**config.mk**
```make
export PLATFORM = sky130hd
export DESIGN_NAME = serial_add
export DESIGN_NICKNAME = d
export VERILOG_FILES = /design/src/rtl/serial_add.sv
export SDC_FILE = /design/constraint.sdc
export NUM_CORES = 1
export LEC_CHECK = 0
export CORE_ASPECT_RATIO = 1.25
export CORE_MARGIN = 2
export CORE_UTILIZATION = 45
export DETAILED_ROUTE_END_ITERATION = 10
export PLACE_DENSITY = 0.7
export SYNTH_ARGS = -nofsm -noshare
export SYNTH_HDL_FRONTEND = slang
export SYNTH_SLANG_ARGS = --single-unit
```
**constraint.sdc**
```tcl
create_clock -name clk -period 2.91 [get_ports clk]
set_input_delay 0.291 -clock clk [delete_from_list [all_inputs] [get_ports clk]]
set_output_delay 0.291 -clock clk [all_outputs]
set_load 0.01 [all_outputs]
```
**src/rtl/serial_add.sv**
```systemverilog
// Multi-cycle adder that adds DIGIT bits per clock, with the carry held in a flip-flop between digits.
// Optional signed-overflow output is enabled by defining SERIAL_ADD_OVF_EN.
module serial_add #(
  parameter int WIDTH = 8,
  parameter int DIGIT = 1
) (
  input  logic             clk,
  input  logic             rst,
  input  logic             start,
  input  logic [WIDTH-1:0] a,
  input  logic [WIDTH-1:0] b,
  input  logic             ci,
  output logic             busy,
  output logic             done,
  output logic [WIDTH-1:0] s,
  output logic             co
`ifdef SERIAL_ADD_OVF_EN
  ,
  output logic             ovf
`endif
);

  localparam int N     = (DIGIT > 0) ? (WIDTH / DIGIT) : 1;
  localparam int CNT_W = (N > 1) ? $clog2(N) : 1;

  generate
    if ((WIDTH < 1) || (DIGIT < 1) || (DIGIT > WIDTH) ||
        (((DIGIT < 1) ? 0 : (WIDTH % DIGIT)) != 0)) begin : g_bad_params
      $error("serial_add: WIDTH must be >= 1 and a multiple of DIGIT");
    end
  endgenerate

  typedef enum logic [1:0] {
    S_IDLE = 2'd0,
    S_RUN  = 2'd1,
    S_DONE = 2'd2
  } state_t;

  state_t             r_state;
  state_t             w_next_state;

  logic [WIDTH-1:0]   r_a;
  logic [WIDTH-1:0]   r_b;
  logic [WIDTH-1:0]   r_sum;
  logic               r_carry;
  logic [CNT_W-1:0]   r_count;
  logic [WIDTH-1:0]   r_s;
  logic               r_co;

  logic               w_accept;
  logic               w_last;
  logic [DIGIT:0]     w_digit_full;
  logic [DIGIT-1:0]   w_digit_sum;
  logic               w_digit_carry;
  logic [WIDTH-1:0]   w_sum_next;

  assign w_accept = start && (r_state != S_RUN);
  assign w_last   = (r_count == CNT_W'(N - 1));

  // One digit of the add; the extra top bit is the digit carry-out.
  assign w_digit_full  = {1'b0, r_a[DIGIT-1:0]} + {1'b0, r_b[DIGIT-1:0]}
                       + {{DIGIT{1'b0}}, r_carry};
  assign w_digit_sum   = w_digit_full[DIGIT-1:0];
  assign w_digit_carry = w_digit_full[DIGIT];

  // Digit sums enter at the top, so after N shifts digit 0 sits at the LSB.
  assign w_sum_next = (r_sum >> DIGIT) | (WIDTH'(w_digit_sum) << (WIDTH - DIGIT));

  // NOTE: sequential state uses non-blocking assignments so every register
  // samples pre-edge values, independent of process ordering.
  always_ff @(posedge clk or posedge rst) begin
    if (rst) begin
      r_state <= S_IDLE;
    end else begin
      r_state <= w_next_state;
    end
  end

  // NOTE: every combinational output gets a default first, so no path
  // through the case leaves it unassigned and infers a latch.
  always_comb begin
    w_next_state = r_state;
    case (r_state)
      S_IDLE:  w_next_state = start ? S_RUN : S_IDLE;
      S_RUN:   w_next_state = w_last ? S_DONE : S_RUN;
      S_DONE:  w_next_state = start ? S_RUN : S_IDLE;
      default: w_next_state = S_IDLE;
    endcase
  end

  always_comb begin
    busy = 1'b0;
    done = 1'b0;
    case (r_state)
      S_RUN:   busy = 1'b1;
      S_DONE:  done = 1'b1;
      default: ;
    endcase
  end

  assign s  = r_s;
  assign co = r_co;

  // NOTE: the operand and partial-sum shift registers are reset too, so an
  // aborted add leaves no stale data visible in simulation or on silicon.
  always_ff @(posedge clk or posedge rst) begin
    if (rst) begin
      r_a     <= '0;
      r_b     <= '0;
      r_sum   <= '0;
      r_carry <= 1'b0;
      r_count <= '0;
    end else if (w_accept) begin
      r_a     <= a;
      r_b     <= b;
      r_sum   <= '0;
      r_carry <= ci;
      r_count <= '0;
    end else if (r_state == S_RUN) begin
      r_a     <= r_a >> DIGIT;
      r_b     <= r_b >> DIGIT;
      r_sum   <= w_sum_next;
      r_carry <= w_digit_carry;
      r_count <= r_count + CNT_W'(1);
    end
  end

  // Result registers only move on the edge that enters DONE.
  always_ff @(posedge clk or posedge rst) begin
    if (rst) begin
      r_s  <= '0;
      r_co <= 1'b0;
    end else if ((r_state == S_RUN) && w_last) begin
      r_s  <= w_sum_next;
      r_co <= w_digit_carry;
    end
  end

`ifdef SERIAL_ADD_OVF_EN
  logic r_a_msb;
  logic r_b_msb;
  logic r_ovf;

  always_ff @(posedge clk or posedge rst) begin
    if (rst) begin
      r_a_msb <= 1'b0;
      r_b_msb <= 1'b0;
    end else if (w_accept) begin
      r_a_msb <= a[WIDTH-1];
      r_b_msb <= b[WIDTH-1];
    end
  end

  always_ff @(posedge clk or posedge rst) begin
    if (rst) begin
      r_ovf <= 1'b0;
    end else if ((r_state == S_RUN) && w_last) begin
      r_ovf <= (r_a_msb == r_b_msb) && (w_sum_next[WIDTH-1] != r_a_msb);
    end
  end

  assign ovf = r_ovf;
`endif

endmodule

```
# Word level (Yosys, flattened, before mapping)

Cells that the tools add are included.

Bits of input ports: 20
Memory bits (writable): 0
Register bits after elaboration: 39
Memories kept: 0
ROM bits: 0
Logic and storage cells: 36
Output and inout port bits: 11
Bits in latches: 0

Shift-type cells: 0
Order comparisons: 0
Reductions and logical operators: 5
Bitwise logic cells: 1
Add/sub/neg operators: 3
Equal/unequal tests: 4
$mul: 0
Muxes and demuxes: 15
Divide/modulo/power cells: 0

Operator list:

| operator              | count |
|---|---|
| $mux W8               | 6 |
| $or A7 B8 Y8          | 1 |
| $mux W3               | 2 |
| $mux W1               | 5 |
| $pmux W2 S2           | 1 |
| $add A3 B1 Y3 const B | 1 |
| $eq A3 B3 Y1 const B  | 1 |
| $add A1 B1 Y2         | 1 |
| $add A2 B1 Y2         | 1 |
| $eq A2 B1 Y1 const B  | 1 |
| $eq A2 B2 Y1 const B  | 1 |
| $logic_and A1 B1 Y1   | 2 |
| $logic_not A2 Y1      | 1 |
| $mux W2               | 1 |
| $ne A2 B1 Y1 const B  | 1 |
| $reduce_bool A2 Y1    | 1 |
| $reduce_or A2 Y1      | 1 |

# Logic depth before layout (Yosys ltp)

Gate-level depths: netlist of the first run.

Word-level depth: 5
Gate-level depth with buffers: 5
Gate-level depth less buffers: 4

# Worst setup path after synthesis of the first run

OpenSTA, ideal clock, no wires.

Kind: reg-to-reg
From: register r_count[0]
To: register r_co (netlist: co)
Cell stages (with the launch flop): 6
Data required time: 2785 ps
Clock period less this slack: 1478 ps
Setup slack: 1432 ps
Arrival: 1353 ps
Library setup time: 125 ps
Path through: dfrtp_1 > ha_1 > ha_1 > nand3b_1 > buf_2 > mux2_2

Cells in the longest elaborated chain, start to end: 2

RTL lines:

| what                   | line | source |
|---|---|---|
| start, declared        | 46   | `logic [CNT_W-1:0] r_count;` |
| start signal, assigned | 124  | `r_count <= r_count + CNT_W'(1);` |
| $eq A3 B3 Y1           | 58   | `assign w_last = (r_count == CNT_W'(N - 1));` |
| $logic_and A1 B1 Y1    | 133  | `end else if ((r_state == S_RUN) && w_last) begin` |
| end signal, assigned   | 135  | `r_co <= w_digit_carry;` |
| end, declared          | 48   | `logic r_co;` |

Every way passes these cells.
A chain may end at the register's enable or synchronous reset.

# Worst setup path in the final report of the first run

From: register r_state[1]
To: output busy

Cells in the longest elaborated chain, start to end: 2

RTL lines:

| what                   | line | source |
|---|---|---|
| start, declared        | 39   | `state_t r_state;` |
| start signal, assigned | 75   | `r_state <= w_next_state;` |
| $eq A2 B1 Y1           | 94   | `case (r_state)` |
| $mux W1                | 94   |  |
| end, declared          | 13   | `output logic busy,` |

Every way passes these cells.

==> out/results.tsv, run 1 <==
metric	value	unit
diodes	0	
instances_no_fill	207	
drt_iter0_drc	16	
netlist_instances	119	
die_h	74.70	µm
clock_latency	0.29	ns
ys_ff_latch	38	
io-pin-count	31	
synth_warnings	0	
rsz0062_at_grt	no	
fmax	568.0	MHz
skew	0.008255	ns
end_kind	output port	
drv_cap	0	
tns	0	ns
placed_cells	199	
place_congestion	0.6738	
antenna_left	0	
yosysTopAreaCell	dfrtp_1	
finalCritPeriodShare	60.50	%
portBuffers	30	
syn_area_per_cell	15.12	µm²
ir_worst_vdd	0.6242	mV
async_flop_share	100.0	%
start_util	47.15	%
worst-slew-pin-transition	0.6650	ns
nets	175	
synth_edf_count	0	
dr.pass1.iters	3	
core_area	3816	µm²
track_usage	15.32	%
cts_made_buffers	5	
worst-path-max-fanout	3	
die_w	60.56	µm
wirelength	3029	µm
multi_input_area	764.5	µm²
drc	0	
startpoint	r_state[1]$_DFF_PP0_	
synthTopCellsByArea	dfrtp_1 (53%), mux2_2 (21%), mux2_4 (12%)	
synth_top_area_share	52.85	%
worstPathRequired	2.62	ns
drv_slew	0	
synth_cell_type_count	15	
hold_buffers	0	
hold_class	in -> async	
postCtsSetupRepairBufs	0	
cts_sinks	38	
rows	25	
startpoint_type	flip-flop	
rr_startpoint	r_count[0]$_DFFE_PP0P_	
drive_above_1_share	37.91	%
grt_first_pass_wirelength	4981	µm
syn_area	1799	µm²
syn_nets	142	
wl_per_cell	14.63	µm
finalCriticalPeriod	1.761	ns
pwr_density_cell	945.9	nW/µm²
cts_tree	built	
fillCellCount	340	
hpwl	2192	µm
setup_viol	0	
viasPerCell	4.874	
ctsHtreeMaxLevel	2	
grt_max_degree	29	
slew_headroom	55.62	%
regArea	950.9	µm²
clockBufferDepth	2	
status	completed	
p_leak	1.032	nW
area_growth	22.95	%
crit_arrival	1.47	ns
synth_ff_type	dfrtp_1	
ctsResizeCount	0	
critPathSlowestCell	clkdlybuf4s50_1	
power	2.092	mW
cpPeakStageDelay	0.54	ns
overflow	0	
finalHoldViolCount	0	
die-area	4523	µm²
via_count	1009	
clkTransAtPathRegs	0.07	ns
antenna_found_initial	0	
worstPathCellList	nand2b_1, inv_1, clkdlybuf4s50_1	
cts_root_buf	clkbuf_8	
path_class	reg -> out	
ys_seq_area_share	52.85	%
grt_pass1_vias	1104	
-- placed cells by master, fill, tap and decap left out --
master | synthesis | routed
clkinv_2 | 0 | 1
clkbuf_8 | 0 | 6
nor2_1 | 2 | 2
fa_1 | 1 | 1
mux2_2 | 34 | 34
nand3b_1 | 1 | 1
mux2_4 | 14 | 14
dfrtp_1 | 38 | 38
nand2b_1 | 2 | 2
mux2i_1 | 3 | 3
nor2b_1 | 10 | 10
inv_1 | 4 | 4
ha_1 | 2 | 2
o22ai_1 | 1 | 1
clkbuf_1 | 0 | 1
buf_4 | 0 | 3
clkdlybuf4s50_1 | 0 | 30
-- report_power, final --
group | switching [mW] | internal, mW
logic | 0.295 | 0.545
clock network | 0.172 | 0.191
registers | 0.132 | 0.757
-- metrics by stage --
stage / hold WS, ns / worst slack (ns) / area (µm²) / utilization, %
CTS: 0.4249 / 1.123 / 2212 / 57.97
global placement: 0.4678 / 1.077 / 2121 / 55.57
floorplan: 0.4472 / 1.432 / 1799 / -
finish: 0.3966 / 1.149 / 2212 / 57.97
detailed placement: 0.4846 / 1.049 / 2121 / 55.57
global route: 0.4513 / 1.066 / 2212 / 57.97
-- worst paths after layout --
check,end,slack (ns),cells after the start
hold reg to reg,r_count[0]$_DFFE_PP0P_,0.49,1
setup / recovery,busy,1.15,3
setup reg to reg,co$_DFFE_PP0P_,1.23,4
max in group asynchronous,co$_DFFE_PP0P_,1.77,3
hold / removal,r_a[1]$_DFFE_PP0P_,0.40,2
min in group clk,r_count[0]$_DFFE_PP0P_,0.49,1
-- state kept, by name, indices dropped and copies added (netlist names) --
register  flops
r_carry       1
r_sum         7
r_b           8
s             8
co            1
r_state       2
r_a           8
r_count       3
-- cells in the mapped netlist, types with 2 or more instances --
cell type and n:
nor2b_1 10, nand2b_1 2, mux2_2 34, buf_2 3, buf_6 3, mux2_4 14, nor2_1 2, mux2i_1 3
inv_1 4, ha_1 2, dfrtp_1 38
-- worst max-delay path: cells and delay by family, from the launching register on --
| family | cells | cell delay, ns |
|---|---|---|
| and+or+nand+nor | 1 | 0.16 |
| buffers and inverters | 2 | 0.64 |
| DFF | 1 | 0.38 |
-- area by class of cell --
cell class                 instances  share of cell area, %
clock buffer                       7                  3.903
clock inverter                     1                 0.2262
inverter                           4                 0.6787
multi-input combinational         70                  34.56
sequential                        38                  42.99
tap                               54                  3.054
timing repair buffer              33                  14.59
-- per-layer routing --
layer / GRT usage [%] / routed length, µm / vias up
li1: - / - / 471
met1: 18.16 / 1257 / 507
met2: 26.45 / 1612 / 27
met3: 4.639 / 121 / 4
met4: 5.072 / 38 / 0
met5: 0 / 0 / -
-- kinds of logic (layout without fill, tap and decap cells) --
logic type      count (synthesis)  after routing  synth area share, %
mux                            51             51                34.63
simple gates                   15             15                5.007
compound gates                  1              1               0.3479
flops                          38             38                52.85
fa+ha+maj                       3              3                2.503
buf+inv                        11             45                4.659
Note: power is estimated with default switching activity, not from simulation.
==> inputs of run 2 (changes only) <==
- PLACE_DENSITY: 0.7 -> 0.72
- clock period: 2.91 -> 1.6 ns (I/O delays scaled with it)
==> out/results.tsv, run 2 (synthesis gave the netlist of run 1 again) <==
metric	value	unit	change
status	completed		
nets	179		+2.3%
hpwl	2146	µm	-2.1%
finalCritPeriodShare	94.57	%	
fmax	660.9	MHz	
grt_pass1_vias	1102		-0.18%
path_class	reg -> reg		
drt_iter0_drc	23		+7
drv_slew	0		unchanged
wirelength	3033	µm	+0.13%
core_area	3816	µm²	unchanged
worst-path-max-fanout	8		+5
finalCriticalPeriod	1.513	ns	
power	3.808	mW	+82%
cts_tree	built		
critPathSlowestCell	dfrtp_1		
die_h	74.70	µm	unchanged
cpPeakStageDelay	0.40	ns	-0.14 ns
holdWs	0.2985	ns	-0.09804 ns
hold_class	in -> async		
slew_headroom	68.57	%	+13 points
startpoint_type	flip-flop		
antenna_found_initial	0		unchanged
start_util	47.15	%	unchanged
overflow	0		unchanged
track_usage	15.45	%	+0.13 points
clock_latency	0.28	ns	about the same
fillCellCount	339		-0.29%
cts_sinks	38		unchanged
r2r_slack	0.09	ns	-1.14 ns
p_leak	1.053	nW	+2.1%
skew	0.005990	ns	-0.002264 ns
cts_root_buf	clkbuf_8		
die-area	4523	µm²	unchanged
drive_above_1_share	41.03	%	+3.1 points
die_w	60.56	µm	unchanged
layout_common_cells	dfrtp_1 (38), mux2_2 (34), clkdlybuf4s50_1 (29), mux2_4 (14), nor2b_1 (10)		
fin_ws	0.08688	ns	-1.063 ns
place_congestion	0.6513		-3.3%
grt_max_degree	39		+34%
diodes	0		unchanged
ir_worst_vdd	0.8465	mV	+36%
io-pin-count	31		unchanged
finalCoreUtilization	59.44	%	+1.5 points
ctsHtreeMaxLevel	2		unchanged
layout_commonest_cell	dfrtp_1		
clkTransAtPathRegs	0.07	ns	about the same
dr.pass1.iters	2		-1
area_growth	26.08	%	
worstPathCellList	ha_2, ha_4, nand3b_1, buf_12, mux2_2		
antenna_left	0		unchanged
clockBufferDepth	2		unchanged
hold_buffers	0		unchanged
portBuffers	30		unchanged
cts_made_buffers	5		unchanged
worstPathRequired	1.76	ns	-0.86 ns
rows	25		unchanged
crit_arrival	1.68	ns	+0.21 ns
wl_per_cell	14.44	µm	-1.3%
end_kind	flip-flop		
drv_cap	0		unchanged
pwr_density_cell	1679	nW/µm²	+77%
drc	0		unchanged
grt_first_pass_wirelength	5119	µm	+2.8%
viasPerCell	4.833		-0.84%
rsz0062_at_grt	no		
worst-slew-pin-transition	0.4714	ns	-0.1936 ns
finalHoldViolCount	0		unchanged
setup_viol	0		unchanged
dp_slack	-0.001128	ns	-1.050 ns
via_count	1015		+0.59%
==> run 2: cell types whose count changed in the layout (fill, tap and decap cells not counted) <==
cell             before  now
clkinv_2              1    2
buf_4                 3    5
clkbuf_8              6    5
buf_12                0    2
dlygate4sd2_1         0    1
clkbuf_1              1    0
clkdlybuf4s50_1      30   29
ha_2                  0    1
ha_4                  0    1
ha_1                  2    0
==> run 2: worst paths after layout <==
check | from | endpoint | depth (start not counted)
max | r_count[0]$_DFFE_PP0P_ | s[7]$_DFFE_PP0P_ | 5
min reg2reg | s[4]$_DFFE_PP0P_ | s[4]$_DFFE_PP0P_ | 1
max reg2reg | r_count[0]$_DFFE_PP0P_ | s[7]$_DFFE_PP0P_ | 5
min in group clk | a[7] | r_a[7]$_DFFE_PP0P_ | 3
min | rst | r_count[0]$_DFFE_PP0P_ | 3
max in group asynchronous | rst | r_b[3]$_DFFE_PP0P_ | 3
==> run 2: area by class of cell <==
cell class / instances / area, µm² / share of cell area (%)
sequential: 38 / 950.9 / 41.92
timing repair buffer: 37 / 376.6 / 16.60
clock buffer: 5 / 68.82 / 3.034
inverter: 4 / 15.01 / 0.6619
tap: 54 / 67.56 / 2.978
clock inverter: 2 / 10.01 / 0.4413
multi-input combinational: 70 / 779.5 / 34.36
==> run 2: what timing repair did <==
| action | CTS | global route |
|---|---|---|
| pin swaps | 0 | 1 |
| gates resized for setup | 1 | 3 |
| buffers inserted | 0 | 0 |
| setup endpoints to repair | 1 | 9 |
==> run 2: stage by stage <==
step	TNS, ns	area, µm²	instances
floorplan	0	1799	119
global route	0	2268	210
finish	0	2268	210
detailed placement	-0.001128	2176	203
global placement	0	2176	203
CTS	0	2253	210
==> run 2: routing by layer <==
metal  up-vias  track usage, %  part of all wire [%]
met5         -               0                     0
met4         0           5.072                  0.73
met3         2           4.811                   3.9
met2        24           26.21                    54
met1       508           18.69                    42
li1        481               -                     -
==> run 2: where the power goes <==
group | switching, mW | total [mW] | internal (mW)
sequential | 0.251 | 1.63 | 1.38
clock | 0.304 | 0.596 | 0.292
combinational | 0.550 | 1.58 | 1.03
==> run 2: critical path, delay by kind of cell, from the launching register on <==
family | cells | cell delay (ns)
multiplexers | 1 | 0.33
buffers and inverters | 1 | 0.15
adder cells (fa/ha/maj) | 2 | 0.36
AND/OR/NAND/NOR | 1 | 0.16
flip-flops | 1 | 0.40
